`src/rtl/colparity_pkg.sv`:
```
// Shared types and constants for the ColParity (theta column-parity) sequencer.
package colparity_pkg;

  localparam int unsigned SLICES_DEF = 64;
  localparam int unsigned ADDR_W_DEF = 6;
  localparam int unsigned RD_LAT     = 1;

  typedef enum logic [2:0] {
    S_IDLE  = 3'd0,
    S_PRE   = 3'd1,
    S_RUN   = 3'd2,
    S_DRAIN = 3'd3,
    S_DONE  = 3'd4
  } state_t;

  typedef struct packed {
    logic busy;
    logic done;
    logic rd_en;
    logic prev_ld;
    logic wr_en;
  } strobe_t;

endpackage

```
`src/rtl/colparity_slice_cnt.sv`:
```
// Loadable slice up-counter with clear, enable and terminal-count flag.
module colparity_slice_cnt #(
  parameter int unsigned WIDTH = 7,
  parameter int unsigned LAST  = 63
) (
  input  logic             clk,
  input  logic             rst,
  input  logic             clr,
  input  logic             ld,
  input  logic [WIDTH-1:0] ld_val,
  input  logic             en,
  output logic [WIDTH-1:0] cnt,
  output logic             last_c
);

  always_ff @(posedge clk or posedge rst) begin
    if (rst) begin
      cnt <= '0;
    end else if (clr) begin
      cnt <= '0;
    end else if (ld) begin
      cnt <= ld_val;
    end else if (en) begin
      cnt <= cnt + WIDTH'(1);
    end
  end

  assign last_c = (cnt == WIDTH'(LAST));

endmodule

```
`src/rtl/colparity_ctrl.sv`:
```
// Sequencer for the theta column-parity datapath: wrap-around preload, slice sweep, drain.
module colparity_ctrl
  import colparity_pkg::*;
#(
  parameter int unsigned SLICES = SLICES_DEF,
  parameter int unsigned ADDR_W = ADDR_W_DEF
) (
  input  logic              clk,
  input  logic              rst,
  input  logic              start,
  output logic              busy,
  output logic              done,
  output logic              rd_en,
  output logic [ADDR_W-1:0] rd_addr,
  output logic              prev_ld,
  output logic              wr_en,
  output logic [ADDR_W-1:0] wr_addr
);

  localparam int unsigned        CNT_W     = ADDR_W + 1;
  localparam logic [ADDR_W-1:0]  LAST_ADDR = ADDR_W'(SLICES - 1);

  state_t            state;
  state_t            state_nx;
  strobe_t           str_nx;
  logic [ADDR_W-1:0] rd_addr_nx;
  logic [ADDR_W-1:0] wr_addr_nx;
  logic [CNT_W-1:0]  z;
  logic              z_last_c;
  logic              cnt_clr;
  logic              cnt_ld;
  logic              cnt_en;

  colparity_slice_cnt #(
    .WIDTH (CNT_W),
    .LAST  (SLICES - 1)
  ) u_slice_cnt (
    .clk    (clk),
    .rst    (rst),
    .clr    (cnt_clr),
    .ld     (cnt_ld),
    .ld_val (CNT_W'(0)),
    .en     (cnt_en),
    .cnt    (z),
    .last_c (z_last_c)
  );

  always_ff @(posedge clk or posedge rst) begin
    if (rst) begin
      state <= S_IDLE;
    end else begin
      state <= state_nx;
    end
  end

  // Outputs are computed for the upcoming state so they leave flops aligned with it.
  always_comb begin
    state_nx   = state;
    str_nx     = '0;
    rd_addr_nx = '0;
    wr_addr_nx = '0;
    cnt_clr    = 1'b0;
    cnt_ld     = 1'b0;
    cnt_en     = 1'b0;
    case (state)
      S_IDLE: begin
        if (start) begin
          state_nx     = S_PRE;
          str_nx.busy  = 1'b1;
          str_nx.rd_en = 1'b1;
          rd_addr_nx   = LAST_ADDR;
        end
      end
      S_PRE: begin
        state_nx       = S_RUN;
        cnt_ld         = 1'b1;
        str_nx.busy    = 1'b1;
        str_nx.rd_en   = 1'b1;
        str_nx.prev_ld = 1'b1;
        rd_addr_nx     = '0;
      end
      S_RUN: begin
        cnt_en         = 1'b1;
        str_nx.busy    = 1'b1;
        str_nx.prev_ld = 1'b1;
        str_nx.wr_en   = 1'b1;
        wr_addr_nx     = z[ADDR_W-1:0];
        if (z_last_c) begin
          state_nx = S_DRAIN;
        end else begin
          str_nx.rd_en = 1'b1;
          rd_addr_nx   = ADDR_W'(z + CNT_W'(1));
        end
      end
      S_DRAIN: begin
        state_nx    = S_DONE;
        str_nx.done = 1'b1;
      end
      S_DONE: begin
        state_nx = S_IDLE;
        cnt_clr  = 1'b1;
      end
      default: begin
        state_nx = S_IDLE;
        cnt_clr  = 1'b1;
      end
    endcase
  end

  always_ff @(posedge clk or posedge rst) begin
    if (rst) begin
      busy    <= 1'b0;
      done    <= 1'b0;
      rd_en   <= 1'b0;
      prev_ld <= 1'b0;
      wr_en   <= 1'b0;
      rd_addr <= '0;
      wr_addr <= '0;
    end else begin
      busy    <= str_nx.busy;
      done    <= str_nx.done;
      rd_en   <= str_nx.rd_en;
      prev_ld <= str_nx.prev_ld;
      wr_en   <= str_nx.wr_en;
      rd_addr <= rd_addr_nx;
      wr_addr <= wr_addr_nx;
    end
  end

endmodule

```
`config.mk`:
```
export PLATFORM = sky130hd
export DESIGN_NAME = colparity_ctrl
export DESIGN_NICKNAME = d
export VERILOG_FILES = /design/src/rtl/colparity_pkg.sv /design/src/rtl/colparity_slice_cnt.sv /design/src/rtl/colparity_ctrl.sv
export SDC_FILE = /design/constraint.sdc
export NUM_CORES = 1
export LEC_CHECK = 0
export BUFFER_PORTS_ARGS = -buffer_cell sky130_fd_sc_hd__buf_2
export CORE_MARGIN = 5
export CORE_UTILIZATION = 45
export DETAILED_ROUTE_END_ITERATION = 8
export PLACE_DENSITY = 0.71
export SLEW_MARGIN = 10
export SYNTH_ARGS = -nofsm -noshare
export SYNTH_HDL_FRONTEND = slang
export SYNTH_SLANG_ARGS = --single-unit
export TNS_END_PERCENT = 20
```
`constraint.sdc`:
```
create_clock -name clk -period 3.4 [get_ports clk]
set_input_delay 0.34 -clock clk [delete_from_list [all_inputs] [get_ports clk]]
set_output_delay 0.34 -clock clk [all_outputs]
set_load 0.01 [all_outputs]
```
# Yosys cells after proc, flatten, opt, wreduce, memory -nomap -nowiden
# Cells that the tools add are included.
# totals
ff_bits	27
latchBits	0
ram_bits	0
romBits	0
inputBits	3
word_cells	39
n_memories	0
# classes
n_addsub	1
n_mul	0
n_div	0
magnitude_cmp	0
n_eq_ne	7
n_shift	0
n_mux	18
bitwise_logic	0
reduce_logical	4
# ops
cell	count
2-to-1 mux 7 bit	3
2-to-1 mux 6 bit	3
case mux 3 bit (4 select lines)	1
case mux 6 bit (2 select lines)	1
adder 7 x 1 -> 7 bit, second input constant	1
equality test 7 x 6 -> 1 bit, second input constant	1
equality test 3 x 2 -> 1 bit, second input constant	2
2-to-1 mux 1 bit	6
2-to-1 mux 3 bit	2
OR reduction 4 bit	1
equality test 3 x 1 -> 1 bit, second input constant	1
logical NOT 3 bit	1
inequality test 3 x 1 -> 1 bit, second input constant	1
case mux 1 bit (3 select lines)	1
inequality test 2 x 1 -> 1 bit, second input constant	1
inequality test 2 bit, second input constant	1
case mux 1 bit (2 select lines)	1
AND reduction 2 bit	1
OR reduction 2 bit	1

# Longest topological paths before layout
# Gate-level depths: netlist of the first run.
# logic_depth
word_depth	5
ltp_mapped	5
depth_no_buf	4

# Modules after synthesis
# A second synthesis of the first run with hierarchy kept.
# hier_totals
hier_cells	103
hier_area_um2	1156.1
# by_module_without_submodules
mod	n_inst	cells_each	area_each_um2	seq_area_each_um2
colparity_ctrl	1	60	758.2	500.5
colparity_slice_cnt	1	43	397.9	175.2

# Worst setup path before layout of the first run
# No wires, ideal clock.
# synth_path
kind	register -> register
start	register u_slice_cnt.cnt[0]
end	register u_slice_cnt.cnt[6]
setup_ps	82
t_arrival_ps	1369
required_ps	3318
path_slack_ps	1949
stages_incl_launch_ff	5
path_buffers	0
path_cell_list	dfrtp_1 -> ha_1 -> nand4_1 -> or4_1 -> a31oi_1
# synth_between
elab_chain_len	4
# synth_lines
item	line_no	rtl
start: declaration	colparity_slice_cnt.sv:12	output logic [WIDTH-1:0] cnt,
start signal: assignment	colparity_slice_cnt.sv:22	cnt <= ld_val;
start signal: assignment	colparity_slice_cnt.sv:24	cnt <= cnt + WIDTH'(1);
adder 7 x 1 -> 7 bit	colparity_slice_cnt.sv:24	
2-to-1 mux 7 bit	colparity_slice_cnt.sv:23	end else if (en) begin
2-to-1 mux 7 bit	colparity_slice_cnt.sv:21	end else if (ld) begin
2-to-1 mux 7 bit	colparity_slice_cnt.sv:19	end else if (clr) begin
# No other way between the ends. The select of a mux whose other input is x is not followed.
# A chain may end at the register's enable or synchronous reset.

# Final worst setup path of the first run
# layout_path
start	register state[1]
end	register rd_addr[5]
# layout_between
elab_chain_len	2
elab_cells_between_ends	3
classes_between	eq/ne (1); mux (1); reduce/logical (1)
# layout_lines
item	line_no	rtl
start: declaration	colparity_ctrl.sv:23	state_t state;
start signal: assignment	colparity_ctrl.sv:52	state <= state_nx;
equality test 3 x 2 -> 1 bit / logical NOT 3 bit (equally long branches)	colparity_ctrl.sv:65	case (state)
case mux 6 bit (2 select lines) *	colparity_ctrl.sv:65	
net rd_addr_nx[5]	colparity_ctrl.sv:26	logic [ADDR_W-1:0] rd_addr_nx;
end signal: assignment	colparity_ctrl.sv:125	rd_addr <= rd_addr_nx;
end: declaration	colparity_ctrl.sv:14	output logic [ADDR_W-1:0] rd_addr,
# The timed path passes the listed nets; every way through them passes the cells marked *.

==> impl_metrics.tcl, run 1 <==
set metrics [dict create \
    ir_drop_v 0.000417 \
    min_path_type "in -> async" \
    ys.warnings.count 0 \
    vias 898 \
    drc_errors 0 \
    finalCritPeriodShare 0.537 \
    avgSynthCellArea_sq_um 10.7 \
    num_rows 18 \
    postCtsSetupBuffers 0 \
    maxSlewHeadroom 0.366 \
    drive_above_1_share 0.198 \
    dr.pass1.iters 4 \
    worstReg2RegEnd "rd_addr[5]" \
    drv_slew 0 \
    pre_cts_slack_ns 1.60 \
    slowest_stage "or4b_1" \
    die-area_sq_um 3820 \
    clockBufferDepth 2 \
    diodes 0 \
    cellPowerDensity_nw_per_um2 746 \
    cts_tree "yes" \
    grt_pass1_vias 863 \
    layout_commonest_cell "dfrtp_1" \
    setup_violations 0 \
    hold_viol 0 \
    place_area_sq_um 1300 \
    grt_pass1_wl_mm 3.82 \
    overflow 0 \
    syn_area_sq_um 1210 \
    run_status "finished, final reports clean" \
    cts_hold_buf 0 \
    finalInstanceArea_sq_um 1320 \
    rsz0062_at_grt "false" \
    antenna_found_initial 0 \
    start_util 0.479 \
    die_h_um 61.8 \
    required_ns 3.65 \
    drt_wl_total_mm 2.20 \
    grt_usage 0.136 \
    cp-end-kind "register" \
    drtIter0Drc 14 \
    hold_slack_ns 0.216 \
    area.growth.synth_to_final_pct 9.42 \
    maxCapViolCount 0 \
    crit_family "simple AND/OR/NAND/NOR gates" \
    numCtsBuffers 3 \
    path_buf_inv 0 \
    clock_skew_ns 0.00291 \
    dieWidth_um 61.8 \
    fmax_mhz 548 \
    min_period_ns 1.83 \
    worstMarginPinSlew_ns 0.950 \
    reg2reg_depth 3 \
    cts_sinks 27 \
    worstSetupPathType "reg -> reg" \
    top_level_ports 20 \
    ys_seq_elements 27 \
    portBuffers 19 \
    grt_max_degree 32 \
    ys_seq_area_frac 0.559 \
    synth_fp_nets 117 \
    r2r-start "state[1]" \
    cts-root-buf "clkbuf_4" \
    power.leakage_nw 0.633 \
    start_kind "register" \
    crit_arrival_ns 2.07 \
    cp_max_fo 31 \
    r2r_setup_slack_ns 1.57 \
    setup_ws_ns 1.57 \
    clk_latency_ns 0.31 \
    nNetsFinal 131 \
    coreArea_sq_um 2520 \
    place_congestion 0.796 \
    setup_tns_ns 0 \
    crit_chain "or4b_1 > o31a_1 > a22oi_2" \
    synth_cells 113 \
    layout_common_cells "27 x dfrtp_1, 19 x buf_2, 11 x nor2_1" \
    post_cts_resized 0 \
    drt-wirelength-per-cell_um 14.1 \
    p_total_w 0.000987 \
    viasPerCell 5.76 \
    cts-htree-levels 1 \
    hpwl_mm 1.56 \
    cts.clk_slew.worst_paths_ns 0.13 \
    yosysUniqueCellTypes 35 \
    final_antenna_net_count 0 \
    worst_path_largest_cell_delay_ns 0.75 \
]
==> sequential cells by signal (all words and copies together), names as in the netlist, 3 cells and up <==
name / cells
rd_addr: 6
state: 3
u_slice_cnt.cnt: 7
wr_addr: 6
==> routing by layer <==
layer	up-vias	part of all wire	wire (um)	track usage
met4	0	0.023	50	0.0697
li1	427	-	-	-
met2	20	0.47	1040	0.223
met1	444	0.46	1000	0.167
met3	7	0.047	103	0.0310
met5	-	0	0	0
==> area by class of cell <==
| class | count | area [sq um] |
|---|---|---|
| fill | 232 | 1200 |
| tap | 30 | 37.5 |
| clock buffer | 4 | 26.3 |
| inverter | 6 | 22.5 |
| timing repair buffer | 19 | 95.1 |
| multi-input combinational | 70 | 465 |
| sequential | 27 | 676 |
==> Yosys cell counts <==
cell type	number	area, sq um
a22oi_2	1	12.5
clkbuf_1	4	15.0
nor2_1	11	41.3
a21oi_1	3	15.0
a22oi_1	1	7.51
a31oi_1	1	6.26
nand4_1	3	18.8
nor2b_1	2	12.5
nand2_1	5	18.8
xor2_1	2	17.5
o21ai_0	8	40.0
o211ai_1	1	7.51
o2bb2ai_1	3	26.3
and3b_1	1	8.76
dfrtp_1	27	676
o21a_1	1	7.51
nor3b_1	1	7.51
mux2i_1	2	20.0
or4_1	1	7.51
buf_2	6	30.0
nand4b_1	1	8.76
nand3_1	2	10.0
xnor2_1	2	17.5
o22ai_1	1	6.26
or4b_1	1	10.0
nor4b_1	1	8.76
o311ai_0	3	26.3
inv_1	6	22.5
nand3b_1	2	15.0
o31a_1	1	8.76
mux2_2	1	11.3
ha_1	1	12.5
and3_1	5	31.3
o311ai_2	1	16.3
o21bai_1	1	7.51
==> report_power, final <==
group,switching (W),internal [W],leakage (nW)
clock,0.0000858,0.0000459,0.0150
combinational,0.000182,0.000146,0.262
sequential,0.000116,0.000412,0.356
==> metrics by stage <==
stage          std cells   util
2_1_floorplan        113      -
3_3_place_gp         152  0.514
3_5_place_dp         152  0.514
4_1_cts              156  0.524
5_1_grt              156  0.524
6_report             156  0.524
==> logic make-up after synthesis <==
| family | share of synthesized area |
|---|---|
| multiplexers | 0.0259 |
| AND/OR/NAND/NOR | 0.165 |
| AO/OA/AOI/OAI | 0.155 |
| buffers and inverters | 0.0559 |
| adder cells (fa/ha/maj) | 0.0104 |
| XOR/XNOR | 0.0290 |
| flip-flops | 0.559 |
==> worst max-delay path by stage <==
stage                             from            endpoint  cells after the start
global route                  state[0]          rd_addr[3]                      3
finish                        state[1]          rd_addr[5]                      3
floorplan           u_slice_cnt.cnt[0]  u_slice_cnt.cnt[6]                      4
detailed placement            state[1]          rd_addr[5]                      3
global placement              state[1]          rd_addr[5]                      3
CTS                           state[1]          rd_addr[5]                      3
(Power assumes the default switching activity.)
==> inputs of run 2 (changes only) <==
Clock period 3.4 ns to 1.7 ns, I/O delays scaled along.
==> impl_metrics.tcl, run 2 (synthesized netlist as in run 1, its figures left out) <==
set metrics [dict create \
    cts-root-buf "clkbuf_4" \
    rsz0062_at_grt "false" \
    largest_registers "u_slice_cnt.cnt x7, rd_addr x6, wr_addr x6" \
    layout_common_cells "26 x dfrtp_1, 19 x buf_2, 11 x nor2_1" \
    fin_util 0.560 \
    ir_drop_v 0.000896 \
    cts-htree-levels 1 \
    postCtsSetupBuffers 0 \
    nNetsFinal 141 \
    layout_commonest_cell "dfrtp_1" \
    drtIter0Drc 19 \
    maxSlewHeadroom 0.757 \
    overflow 0 \
    top_level_ports 20 \
    worstSetupPathType "reg -> reg" \
    grt_pass1_wl_mm 3.93 \
    final_antenna_net_count 0 \
    cts_tree "yes" \
    cts_sinks 27 \
    hpwl_mm 1.64 \
    maxCapViolCount 0 \
    power.leakage_nw 0.686 \
    num_rows 18 \
    cp_max_fo 6 \
    drt_wl_total_mm 2.36 \
    vias 925 \
    clk_latency_ns 0.32 \
    cellPowerDensity_nw_per_um2 1480 \
    cts.clk_slew.worst_paths_ns 0.14 \
    dieWidth_um 61.8 \
    place_congestion 0.814 \
    viasPerCell 5.57 \
    drive_above_1_share 0.265 \
    min_path_type "in -> reg" \
    fmax_mhz 622 \
    grt_max_degree 31 \
    clockBufferDepth 2 \
    start_kind "register" \
    diodes 0 \
    required_ns 1.94 \
    drc_errors 0 \
    worstMarginPinSlew_ns 0.363 \
    start_util 0.479 \
    run_status "finished, final reports clean" \
    area.growth.synth_to_final_pct 16.9 \
    largest_register "u_slice_cnt.cnt" \
    p_total_w 0.00210 \
    largest_reg_flops 7 \
    numCtsBuffers 3 \
    grt_usage 0.142 \
    setup_violations 0 \
    finalCritPeriodShare 0.946 \
    drt-wirelength-per-cell_um 14.2 \
    coreArea_sq_um 2520 \
    setup_tns_ns 0 \
    portBuffers 19 \
    grt_pass1_vias 875 \
    dr.pass1.iters 4 \
    pre_cts_slack_ns 0.136 \
    die-area_sq_um 3820 \
    hold_viol 0 \
    crit_arrival_ns 1.85 \
    die_h_um 61.8 \
    min_period_ns 1.61 \
    clock_skew_ns 0.00663 \
    antenna_found_initial 0 \
    drv_slew 0 \
    setup_ws_ns 0.0913 \
    cp-end-kind "register" \
    fillers 226 \
]
## run 2: cell count changes in the layout (fill, tap and decap cells not counted), sizes merged
cell,before,now
buf,19,28
clkbuf,4,3
clkinv,0,1
dlygate4sd3,0,1
## run 2: timing repair
item,4_1_cts,5_1_grt
hold endpoints to repair,27,0
gates resized for setup,0,2
setup endpoints to repair,0,1
hold buffers,1,0
## run 2: layout make-up
cell class,count,area (sq um),share of cell area
Sequential cell,27,677,0.479
Multi-Input combinational cell,70,475,0.337
Timing Repair Buffer,29,173,0.122
Tap cell,30,37.5,0.0266
Clock buffer,3,22.5,0.0159
Inverter,6,22.5,0.0159
Clock inverter,1,5.00,0.00354
## run 2: final timing paths
kind | slack (ns) | end | cells after the start | from
setup / recovery | 0.09 | u_slice_cnt.cnt[6] | 4 | u_slice_cnt.cnt[1]
hold / removal | 0.18 | rd_en | 3 | start
setup reg to reg | 0.09 | u_slice_cnt.cnt[6] | 4 | u_slice_cnt.cnt[1]
hold reg to reg | 0.57 | prev_ld | 1 | state[2]
max in group asynchronous | 1.00 | u_slice_cnt.cnt[0] | 4 | rst
min in group asynchronous | 0.43 | rd_addr[5] | 4 | rst
## run 2: power by group
part | switching [W] | leakage (nW) | internal, W | total, W
logic | 0.000526 | 0.314 | 0.000370 | 0.000897
registers | 0.000100 | 0.355 | 0.000829 | 0.000930
clock network | 0.000181 | 0.0177 | 0.0000880 | 0.000269
total | 0.000808 | 0.686 | 0.00129 | 0.00210
## run 2: metal layers
metal | GRT usage | vias to the layer above | wire length (um)
li1 | - | 447 | -
met1 | 0.192 | 450 | 1090
met2 | 0.221 | 24 | 1100
met3 | 0.0248 | 4 | 128
met4 | 0.0697 | 0 | 41
met5 | 0 | - | 0
## run 2: worst max-delay path: stages (launching register included)
cell and delay (ns):
dfrtp_1 0.46, ha_1 0.20, nand4_1 0.24, or4_1 0.47, a31oi_1 0.16
## run 2: stage by stage
| stage | hold slack (ns) | std cells | instance area (sq um) |
|---|---|---|---|
| after floorplan | 0.223 | 113 | 1210 |
| after global placement | 0.237 | 161 | 1360 |
| after detailed placement | 0.248 | 161 | 1360 |
| after CTS | 0.167 | 166 | 1400 |
| after global routing | 0.186 | 166 | 1410 |
| final | 0.175 | 166 | 1410 |
